--- src/rtl/rvfi_channel_serializer_if.sv ---
// Bus bundle for rvfi_channel_serializer: multi-channel RVFI input side and single-channel output side.
interface rvfi_channel_serializer_if #(
   parameter int unsigned NRET  = 2,
   parameter int unsigned XLEN  = 32,
   parameter int unsigned DEPTH = 8
);
   localparam int unsigned FW = $clog2(DEPTH) + 1;

   logic [NRET-1:0]      rvfi_valid;
   logic [64*NRET-1:0]   rvfi_order;
   logic [32*NRET-1:0]   rvfi_insn;
   logic [NRET-1:0]      rvfi_trap;
   logic [5*NRET-1:0]    rvfi_rs1_addr;
   logic [5*NRET-1:0]    rvfi_rs2_addr;
   logic [5*NRET-1:0]    rvfi_rd_addr;
   logic [XLEN*NRET-1:0] rvfi_rs1_rdata;
   logic [XLEN*NRET-1:0] rvfi_rs2_rdata;
   logic [XLEN*NRET-1:0] rvfi_rd_wdata;

   logic                 out_valid;
   logic [63:0]          out_order;
   logic [31:0]          out_insn;
   logic                 out_trap;
   logic [4:0]           out_rs1_addr;
   logic [XLEN-1:0]      out_rs1_rdata;
   logic [4:0]           out_rs2_addr;
   logic [XLEN-1:0]      out_rs2_rdata;
   logic [4:0]           out_rd_addr;
   logic [XLEN-1:0]      out_rd_wdata;
   logic [FW-1:0]        fill;
   logic                 overflow;
   logic                 order_error;

   // Producer side (core / bench)
   modport master (
      output rvfi_valid, rvfi_order, rvfi_insn, rvfi_trap,
             rvfi_rs1_addr, rvfi_rs2_addr, rvfi_rd_addr,
             rvfi_rs1_rdata, rvfi_rs2_rdata, rvfi_rd_wdata,
      input  out_valid, out_order, out_insn, out_trap,
             out_rs1_addr, out_rs1_rdata, out_rs2_addr, out_rs2_rdata,
             out_rd_addr, out_rd_wdata, fill, overflow, order_error
   );

   // Serializer side
   modport slave (
      input  rvfi_valid, rvfi_order, rvfi_insn, rvfi_trap,
             rvfi_rs1_addr, rvfi_rs2_addr, rvfi_rd_addr,
             rvfi_rs1_rdata, rvfi_rs2_rdata, rvfi_rd_wdata,
      output out_valid, out_order, out_insn, out_trap,
             out_rs1_addr, out_rs1_rdata, out_rs2_addr, out_rs2_rdata,
             out_rd_addr, out_rd_wdata, fill, overflow, order_error
   );
endinterface

--- src/rtl/rvfi_channel_serializer.sv ---
// Serializes up to NRET RVFI retirements per cycle into a one-per-cycle stream via a FIFO.
// Optional out_order continuity check enabled by `define RVFI_SERIALIZER_ORDER_CHECK_EN.
module rvfi_channel_serializer #(
   parameter int unsigned NRET  = 2,
   parameter int unsigned XLEN  = 32,
   parameter int unsigned DEPTH = 8
) (
   input logic                   clock,
   input logic                   reset,
   rvfi_channel_serializer_if.slave bus
);
   localparam int unsigned AW = $clog2(DEPTH);
   localparam int unsigned PW = AW + 1;

   typedef struct packed {
      logic [63:0]     order;
      logic [31:0]     insn;
      logic            trap;
      logic [4:0]      rs1_addr;
      logic [XLEN-1:0] rs1_rdata;
      logic [4:0]      rs2_addr;
      logic [XLEN-1:0] rs2_rdata;
      logic [4:0]      rd_addr;
      logic [XLEN-1:0] rd_wdata;
   } entry_t;

   entry_t          mem [DEPTH];
   entry_t          ch_entry [NRET];
   entry_t          head_c;
   entry_t          out_q;
   logic [AW-1:0]   slot_c [NRET];
   logic [NRET-1:0] accept_c;
   logic [PW-1:0]   wr_ptr, rd_ptr, wr_nxt_c, rd_nxt_c;
   logic [PW-1:0]   count_c, free_c, n_push_c;
   logic [PW-1:0]   fill_q;
   logic            pop_c, bypass_c, advance_c, drop_c;
   logic            out_valid_q, overflow_q;

   // Unpack per-channel slices of the input buses
   always_comb begin
      for (int c = 0; c < NRET; c++) begin
         ch_entry[c].order     = bus.rvfi_order[c*64 +: 64];
         ch_entry[c].insn      = bus.rvfi_insn[c*32 +: 32];
         ch_entry[c].trap      = bus.rvfi_trap[c];
         ch_entry[c].rs1_addr  = bus.rvfi_rs1_addr[c*5 +: 5];
         ch_entry[c].rs1_rdata = bus.rvfi_rs1_rdata[c*XLEN +: XLEN];
         ch_entry[c].rs2_addr  = bus.rvfi_rs2_addr[c*5 +: 5];
         ch_entry[c].rs2_rdata = bus.rvfi_rs2_rdata[c*XLEN +: XLEN];
         ch_entry[c].rd_addr   = bus.rvfi_rd_addr[c*5 +: 5];
         ch_entry[c].rd_wdata  = bus.rvfi_rd_wdata[c*XLEN +: XLEN];
      end
   end

   // Admission: first `free` valid channels in index order; an empty FIFO forwards the first one directly
   always_comb begin
      count_c  = wr_ptr - rd_ptr;
      pop_c    = (count_c != '0);
      free_c   = PW'(DEPTH) - count_c + PW'(pop_c);
      n_push_c = '0;
      accept_c = '0;
      drop_c   = 1'b0;
      bypass_c = 1'b0;
      head_c   = mem[rd_ptr[AW-1:0]];
      for (int c = 0; c < NRET; c++) begin
         slot_c[c] = '0;
         if (bus.rvfi_valid[c] && !reset) begin
            if (n_push_c < free_c) begin
               accept_c[c] = 1'b1;
               slot_c[c]   = wr_ptr[AW-1:0] + n_push_c[AW-1:0];
               n_push_c    = n_push_c + PW'(1);
               if (!pop_c && !bypass_c) begin
                  head_c   = ch_entry[c];
                  bypass_c = 1'b1;
               end
            end else begin
               drop_c = 1'b1;
            end
         end
      end
      advance_c = pop_c || bypass_c;
      wr_nxt_c  = wr_ptr + n_push_c;
      rd_nxt_c  = rd_ptr + PW'(advance_c);
   end

   // FIFO storage, deliberately not reset
   always_ff @(posedge clock) begin
      for (int c = 0; c < NRET; c++) begin
         if (accept_c[c]) mem[slot_c[c]] <= ch_entry[c];
      end
   end

   always_ff @(posedge clock) begin
      if (reset) begin
         wr_ptr      <= '0;
         rd_ptr      <= '0;
         fill_q      <= '0;
         out_valid_q <= 1'b0;
         overflow_q  <= 1'b0;
         out_q       <= '0;
      end else begin
         wr_ptr      <= wr_nxt_c;
         rd_ptr      <= rd_nxt_c;
         fill_q      <= wr_nxt_c - rd_nxt_c;
         out_valid_q <= advance_c;
         if (advance_c) out_q <= head_c;
         if (drop_c) overflow_q <= 1'b1;
      end
   end

   assign bus.out_valid     = out_valid_q;
   assign bus.out_order     = out_q.order;
   assign bus.out_insn      = out_q.insn;
   assign bus.out_trap      = out_q.trap;
   assign bus.out_rs1_addr  = out_q.rs1_addr;
   assign bus.out_rs1_rdata = out_q.rs1_rdata;
   assign bus.out_rs2_addr  = out_q.rs2_addr;
   assign bus.out_rs2_rdata = out_q.rs2_rdata;
   assign bus.out_rd_addr   = out_q.rd_addr;
   assign bus.out_rd_wdata  = out_q.rd_wdata;
   assign bus.fill          = fill_q;
   assign bus.overflow      = overflow_q;

`ifdef RVFI_SERIALIZER_ORDER_CHECK_EN
   logic [63:0] last_order;
   logic        seen_first;
   logic        order_error_q;

   // Every emitted order after the first must follow its predecessor by exactly one
   always_ff @(posedge clock) begin
      if (reset) begin
         last_order    <= '0;
         seen_first    <= 1'b0;
         order_error_q <= 1'b0;
      end else if (out_valid_q) begin
         if (seen_first && (out_q.order != last_order + 64'd1)) order_error_q <= 1'b1;
         last_order <= out_q.order;
         seen_first <= 1'b1;
      end
   end

   assign bus.order_error = order_error_q;
`else
   assign bus.order_error = 1'b0;
`endif
endmodule
--- src/flat_wrapper.sv ---
// flat-port wrapper written by rule: the top's interface ports become plain ports
module rvfi_channel_serializer_flat 
#(
   parameter int unsigned NRET  = 2,
   parameter int unsigned XLEN  = 32,
   parameter int unsigned DEPTH = 8
)
  (clock, reset, bus_rvfi_valid, bus_rvfi_order, bus_rvfi_insn, bus_rvfi_trap, bus_rvfi_rs1_addr, bus_rvfi_rs2_addr, bus_rvfi_rd_addr, bus_rvfi_rs1_rdata, bus_rvfi_rs2_rdata, bus_rvfi_rd_wdata, bus_out_valid, bus_out_order, bus_out_insn, bus_out_trap, bus_out_rs1_addr, bus_out_rs1_rdata, bus_out_rs2_addr, bus_out_rs2_rdata, bus_out_rd_addr, bus_out_rd_wdata, bus_fill, bus_overflow, bus_order_error);
  rvfi_channel_serializer_if #(.NRET(NRET), .XLEN(XLEN), .DEPTH(DEPTH)) bus_i ();
  input logic clock;
  input logic reset;
  input wire logic [$bits(bus_i.rvfi_valid)-1:0] bus_rvfi_valid;
  input wire logic [$bits(bus_i.rvfi_order)-1:0] bus_rvfi_order;
  input wire logic [$bits(bus_i.rvfi_insn)-1:0] bus_rvfi_insn;
  input wire logic [$bits(bus_i.rvfi_trap)-1:0] bus_rvfi_trap;
  input wire logic [$bits(bus_i.rvfi_rs1_addr)-1:0] bus_rvfi_rs1_addr;
  input wire logic [$bits(bus_i.rvfi_rs2_addr)-1:0] bus_rvfi_rs2_addr;
  input wire logic [$bits(bus_i.rvfi_rd_addr)-1:0] bus_rvfi_rd_addr;
  input wire logic [$bits(bus_i.rvfi_rs1_rdata)-1:0] bus_rvfi_rs1_rdata;
  input wire logic [$bits(bus_i.rvfi_rs2_rdata)-1:0] bus_rvfi_rs2_rdata;
  input wire logic [$bits(bus_i.rvfi_rd_wdata)-1:0] bus_rvfi_rd_wdata;
  output wire logic [$bits(bus_i.out_valid)-1:0] bus_out_valid;
  output wire logic [$bits(bus_i.out_order)-1:0] bus_out_order;
  output wire logic [$bits(bus_i.out_insn)-1:0] bus_out_insn;
  output wire logic [$bits(bus_i.out_trap)-1:0] bus_out_trap;
  output wire logic [$bits(bus_i.out_rs1_addr)-1:0] bus_out_rs1_addr;
  output wire logic [$bits(bus_i.out_rs1_rdata)-1:0] bus_out_rs1_rdata;
  output wire logic [$bits(bus_i.out_rs2_addr)-1:0] bus_out_rs2_addr;
  output wire logic [$bits(bus_i.out_rs2_rdata)-1:0] bus_out_rs2_rdata;
  output wire logic [$bits(bus_i.out_rd_addr)-1:0] bus_out_rd_addr;
  output wire logic [$bits(bus_i.out_rd_wdata)-1:0] bus_out_rd_wdata;
  output wire logic [$bits(bus_i.fill)-1:0] bus_fill;
  output wire logic [$bits(bus_i.overflow)-1:0] bus_overflow;
  output wire logic [$bits(bus_i.order_error)-1:0] bus_order_error;
  assign bus_i.rvfi_valid = bus_rvfi_valid;
  assign bus_i.rvfi_order = bus_rvfi_order;
  assign bus_i.rvfi_insn = bus_rvfi_insn;
  assign bus_i.rvfi_trap = bus_rvfi_trap;
  assign bus_i.rvfi_rs1_addr = bus_rvfi_rs1_addr;
  assign bus_i.rvfi_rs2_addr = bus_rvfi_rs2_addr;
  assign bus_i.rvfi_rd_addr = bus_rvfi_rd_addr;
  assign bus_i.rvfi_rs1_rdata = bus_rvfi_rs1_rdata;
  assign bus_i.rvfi_rs2_rdata = bus_rvfi_rs2_rdata;
  assign bus_i.rvfi_rd_wdata = bus_rvfi_rd_wdata;
  assign bus_out_valid = bus_i.out_valid;
  assign bus_out_order = bus_i.out_order;
  assign bus_out_insn = bus_i.out_insn;
  assign bus_out_trap = bus_i.out_trap;
  assign bus_out_rs1_addr = bus_i.out_rs1_addr;
  assign bus_out_rs1_rdata = bus_i.out_rs1_rdata;
  assign bus_out_rs2_addr = bus_i.out_rs2_addr;
  assign bus_out_rs2_rdata = bus_i.out_rs2_rdata;
  assign bus_out_rd_addr = bus_i.out_rd_addr;
  assign bus_out_rd_wdata = bus_i.out_rd_wdata;
  assign bus_fill = bus_i.fill;
  assign bus_overflow = bus_i.overflow;
  assign bus_order_error = bus_i.order_error;
  rvfi_channel_serializer #(.NRET(NRET), .XLEN(XLEN), .DEPTH(DEPTH)) u_core (.clock(clock), .reset(reset), .bus(bus_i));
endmodule
--- config.mk ---
export PLATFORM = sky130hd
export DESIGN_NAME = rvfi_channel_serializer_flat
export DESIGN_NICKNAME = d
export VERILOG_FILES = /design/src/rtl/rvfi_channel_serializer_if.sv /design/src/rtl/rvfi_channel_serializer.sv /design/src/flat_wrapper.sv
export SDC_FILE = /design/constraint.sdc
export NUM_CORES = 2
export LEC_CHECK = 0
export CAP_MARGIN = 15
export CORE_MARGIN = 2
export CORE_UTILIZATION = 45
export CTS_CLUSTER_DIAMETER = 60
export DETAILED_ROUTE_END_ITERATION = 7
export PLACE_DENSITY = 0.6
export SETUP_SLACK_MARGIN = 0.3
export SYNTH_ARGS = -nofsm -noshare
export SYNTH_HDL_FRONTEND = slang
export SYNTH_SLANG_ARGS = --single-unit
--- constraint.sdc ---
create_clock -name clock -period 10.9 [get_ports clock]
set_input_delay 2.18 -clock clock [delete_from_list [all_inputs] [get_ports clock]]
set_output_delay 2.18 -clock clock [all_outputs]
set_load 0.02 [all_outputs]
After elaboration in Yosys (flattened, before gate mapping)
Memories as Yosys holds them, arrays and structs flattened. A register that Yosys moved wholly into a read port is not among the register bits.
Cells that the tools add are included.
{"block": "word_totals", "n_memories": 1, "mem_bits_rw": 1664, "regBits": 222, "wordCells": 66, "out_inout_bits": 215, "inputBits": 420}
{"block": "op_classes", "n_reduce_logical": 8, "n_mux": 33, "addsub": 8, "order_cmp": 2}
{"name": "u_core.mem", "words": 8, "word_bits": 208, "read_ports": 1, "rd_ports_with_merged_regs": 1, "write_ports": 2, "line_no": "rvfi_channel_serializer.sv:27", "source": "entry_t mem [DEPTH];"}
{"operator": "208-bit 2-to-1 mux", "count": 6}
{"operator": "1-bit 2-to-1 mux", "count": 19}
{"operator": "3-bit 2-to-1 mux", "count": 5}
{"operator": "4-bit 2-to-1 mux", "count": 3}
{"operator": "4-bit by 1-bit adder with 4-bit output", "count": 2}
{"operator": "4-bit subtractor", "count": 2}
{"operator": "4-bit by 1-bit adder with 4-bit output (second input constant)", "count": 1}
{"operator": "4-bit adder", "count": 1}
{"operator": "1-bit by 4-bit less-than comparator with 1-bit output (first input constant)", "count": 1}
{"operator": "4-bit less-than comparator", "count": 1}
{"operator": "4-bit nonzero test", "count": 1}
{"operator": "4-bit subtractor (first input constant)", "count": 1}
{"operator": "3-bit adder", "count": 1}
{"operator": "1-bit logical AND", "count": 3}
{"operator": "1-bit logical NOT", "count": 3}
{"operator": "1-bit logical OR", "count": 1}

Logic depth before layout (Yosys ltp)
{"block": "logic_depth", "ltp_word": 14, "depth_mapped": 21, "ltp_nobuf": 21}

Worst setup path after synthesis
Ideal clock, no wire load.
{"block": "synth_timing", "path_type": "register -> register", "startpoint": "reg u_core.rd_ptr[2]", "endpoint": "mem u_core.mem[2][0] (netlist name) (enable)", "slack_ns": 2.297, "required_ns": 10.333, "path_buffers": 6, "stages_incl_launch_ff": 19, "arrival_ns": 8.036, "setup_ns": 0.567, "period_less_slack_ns": 8.603, "path_cell_list": "dfxtp_1 -> clkbuf_1 -> clkbuf_1 -> clkbuf_1 -> inv_1 -> ha_1 -> a21oi_2 -> nand2_1 -> xnor3_2 -> buf_6 -> a21oi_1 -> ha_1 -> ha_1 -> xnor2_1 -> nand2_1 -> a211oi_2 -> buf_2 -> buf_2 -> a21o_1"}
{"item": "from (decl)", "line_no": "rvfi_channel_serializer.sv:33", "source": "logic [PW-1:0] wr_ptr, rd_ptr, wr_nxt_c, rd_nxt_c;"}
{"item": "from (signal assigned)", "line_no": "rvfi_channel_serializer.sv:102", "source": "rd_ptr <= rd_nxt_c;"}
{"item": "to (decl)", "line_no": "rvfi_channel_serializer.sv:27"}

==> out/metrics.cfg <==
[run_status]
status = complete, no violations

[synthesis]
yosysUniqueCellTypes = 49
yosysWarnings = 0
synth_ff_type = edfxtp_1
synth_edf_count = 1664
synth_top_area_cell = edfxtp_1
ys_top_cells_by_area = edfxtp_1 (52%), mux2_2 (10%), mux4_2 (9.7%), mux2_1 (9.4%), dfxtp_1 (4.6%)
synthCells = 6519
yosysTopAreaCellShare_pct = 52.0
postSynth.asyncResetShare_pct = 0
ys_ff_latch = 1886
yosysSeqAreaShare_pct = 56.6
syn_area_mm2 = 0.0962
avgSynthCellArea_um2 = 14.8
syn_nets = 6956

[route]
top_layer = met5
antenna_left = 0
dr_total_vias = 62100
drtPass1Iterations = 5
route.detailed.drc = 0
routed_via_density = 6.24
met3_length_um = 23100
wl_met1_um = 132000
route.met2.wl_um = 153000
first_iter_violations = 6042
postRouteWirelength_um = 320000
routedWlPerCell_um = 32.1

[final_layout]
drive_gt1_share_pct = 24.1
fillerInstances = 17800
multiInputGateArea_mm2 = 0.0383
final_net_count = 7341
area_growth_pct = 15.9
layout.area.seq_mm2 = 0.0544
final_util_pct = 52.5

[critical_path]
cp_cell_sequence = ha_1 > inv_1 > fa_1 > xor2_2 > nor2_4 > xnor3_2 > a21oi_1 > ha_1 > nand3b_1 > nor2_1 > nand2_1 > a21oi_4 > buf_12 > a21o_4 > buf_12
r2r_slack_ps = 3680
critPathRequiredTime_ps = 11350
worstPathArrival_ps = 7670
worstPathMaxFanout = 116
crit_family = buffers and inverters
max_stage_delay_ps = 860
path_buf_inv = 3
worstSetupEndpointType = flop
crit_slowest_cell = dfxtp_4
startpoint_type = flop
worstSetupPathType = reg2reg

[floorplanning]
rows = 169
die_x_um = 466
die-area_mm2 = 0.217
core_area_mm2 = 0.212
start_util_pct = 45.3
fp.dieH_um = 466
io_pins = 635

[power_and_ir_drop]
pwr_density_cell_mw_per_mm2 = 236
power.leakage_nw = 36.1
vdd_drop_max_mv = 0.248

[sta]
finalSetupViolCount = 0
period_share_pct = 66.2
maxSlewViolCount = 0
tightest_slew_ps = 1280
hold_viol = 0
layout_min_cycle_time_ps = 7220
setup_tns_ps = 0
slew_headroom_pct = 14.4
fmax_ghz = 0.139
rsz0062_at_grt = false
fin_skew_ps = 58.0

[clock_tree]
cts_tree = built
clk_latency_ps = 890
htreeDepth = 4
numCtsBuffers = 211
path_clk_slew_ps = 60
cts_buffer_depth = 3
cts_resized = 0
postCtsSetupRepairBufs = 0
cts_root_buf = clkbuf_16
hold_buffers = 0
cts_num_sinks = 1886

[grt]
grt.overflow.total = 0
grt_start_max_net_pins = 138
grt_pass1_vias = 64700
grt_pass1_wl_um = 462000
grt.total_usage_pct = 29.0
antenna_found_initial = 76

[placed_design]
io_buffers = 633
dp_hpwl_um = 161000
gp_congestion = 0.792

[min_path]
hp-class = reg2reg

[flow_run]
maxCapViolCount = 0

-- metrics by stage --
| stage | setup WS [ps] | cell area (um^2) | cells | power, mW | hold slack (ps) |
|---|---|---|---|---|---|
| after global routing | 3390 | 111000 | 9947 | 27.4 | 511 |
| after global placement | 3620 | 105000 | 9512 | 19.2 | 487 |
| after floorplan | 2300 | 96200 | 6519 | 15.6 | 570 |
| final | 3680 | 112000 | 9958 | 26.4 | 496 |
| after CTS | 3700 | 111000 | 9913 | 26.4 | 498 |
| after detailed placement | 3730 | 105000 | 9512 | 19.3 | 491 |
-- final cells by class --
| cell class | count | share of cell area (%) |
|---|---|---|
| Clock buffer | 304 | 5.31 |
| Tap cell | 2821 | 3.17 |
| Inverter | 218 | 0.747 |
| Sequential cell | 1886 | 48.8 |
| Timing Repair Buffer | 730 | 6.68 |
| Multi-Input combinational cell | 3857 | 34.4 |
| Clock inverter | 97 | 0.840 |
| Antenna cell | 45 | 0.101 |
-- power breakdown --
group	leakage [nW]	switching, mW	total (mW)	internal [mW]
registers	17.0	0.506	9.48	8.98
clock network	3.34	3.09	7.10	4.01
logic	15.8	6.08	9.77	3.69
-- worst paths after layout --
path / from / endpoint / cells after the start
max reg2reg: u_core.rd_ptr[0]$_SDFF_PP0_ / u_core.mem[1][98]$_DFFE_PP_ / 15
max: u_core.rd_ptr[0]$_SDFF_PP0_ / u_core.mem[1][98]$_DFFE_PP_ / 15
min: u_core.bus.out_rd_wdata[2]$_SDFFE_PP0N_ / u_core.bus.out_rd_wdata[2]$_SDFFE_PP0N_ / 2
min reg2reg: u_core.bus.out_rd_wdata[2]$_SDFFE_PP0N_ / u_core.bus.out_rd_wdata[2]$_SDFFE_PP0N_ / 2
-- logic make-up after synthesis --
logic type,after synthesis,synth area share [%]
AND/OR/NAND/NOR,880,3.51
multiplexers,2081,29.2
other,2,0.00781
XOR/XNOR,12,0.155
adder cells (fa/ha/maj),18,0.255
flip-flops,1886,56.6
buffers and inverters,776,3.78
AO/OA/AOI/OAI,864,6.48
-- tightest hold or removal path, stage by stage (launching register included) --
cell and delay [ps]:
dfxtp_1 310, nor2_1 90, a211oi_1 50
-- cells in the final DEF (no fill, tap or decap), types with 67 or more instances in the layout --
cell type        count
buf_4               67
a211oi_1           208
mux2_1             800
mux4_2             416
o211ai_1           209
inv_1              216
o2111ai_1          208
edfxtp_1          1664
dfxtp_1            219
nor2_1             845
mux2_2             864
o21ai_0            209
clkbuf_16          213
clkdlybuf4s50_1    632
-- cells in the mapped netlist (5+ instances only) --
| library cell | instances |
|---|---|
| a211oi_1 | 208 |
| a21o_1 | 5 |
| a21oi_1 | 10 |
| buf_1 | 61 |
| buf_2 | 145 |
| buf_4 | 47 |
| buf_6 | 49 |
| clkbuf_1 | 256 |
| dfxtp_1 | 222 |
| edfxtp_1 | 1664 |
| ha_1 | 14 |
| inv_1 | 218 |
| mux2_1 | 800 |
| mux2_2 | 864 |
| mux4_2 | 416 |
| nand2_1 | 8 |
| nor2_1 | 846 |
| nor2b_1 | 8 |
| o2111ai_1 | 208 |
| o211ai_1 | 209 |
| o21ai_0 | 209 |
-- registers in the layout, indices dropped and copies added, names as in the netlist, 5 cells and up --
signal and flops:
u_core.mem 1664, u_core.bus.out_order 64, u_core.bus.out_insn 32, u_core.bus.out_rd_wdata 32
u_core.bus.out_rs1_rdata 32, u_core.bus.out_rs2_rdata 32, u_core.bus.out_rd_addr 5, u_core.bus.out_rs1_addr 5
u_core.bus.out_rs2_addr 5
-- layer usage --
| metal | track usage (%) | vias up |
|---|---|---|
| met5 | 0 | - |
| met4 | 11.4 | 54 |
| met3 | 5.24 | 565 |
| met2 | 47.0 | 2567 |
| met1 | 38.6 | 32500 |
| li1 | - | 26400 |
No activity file was read; power rests on OpenSTA's default activity.
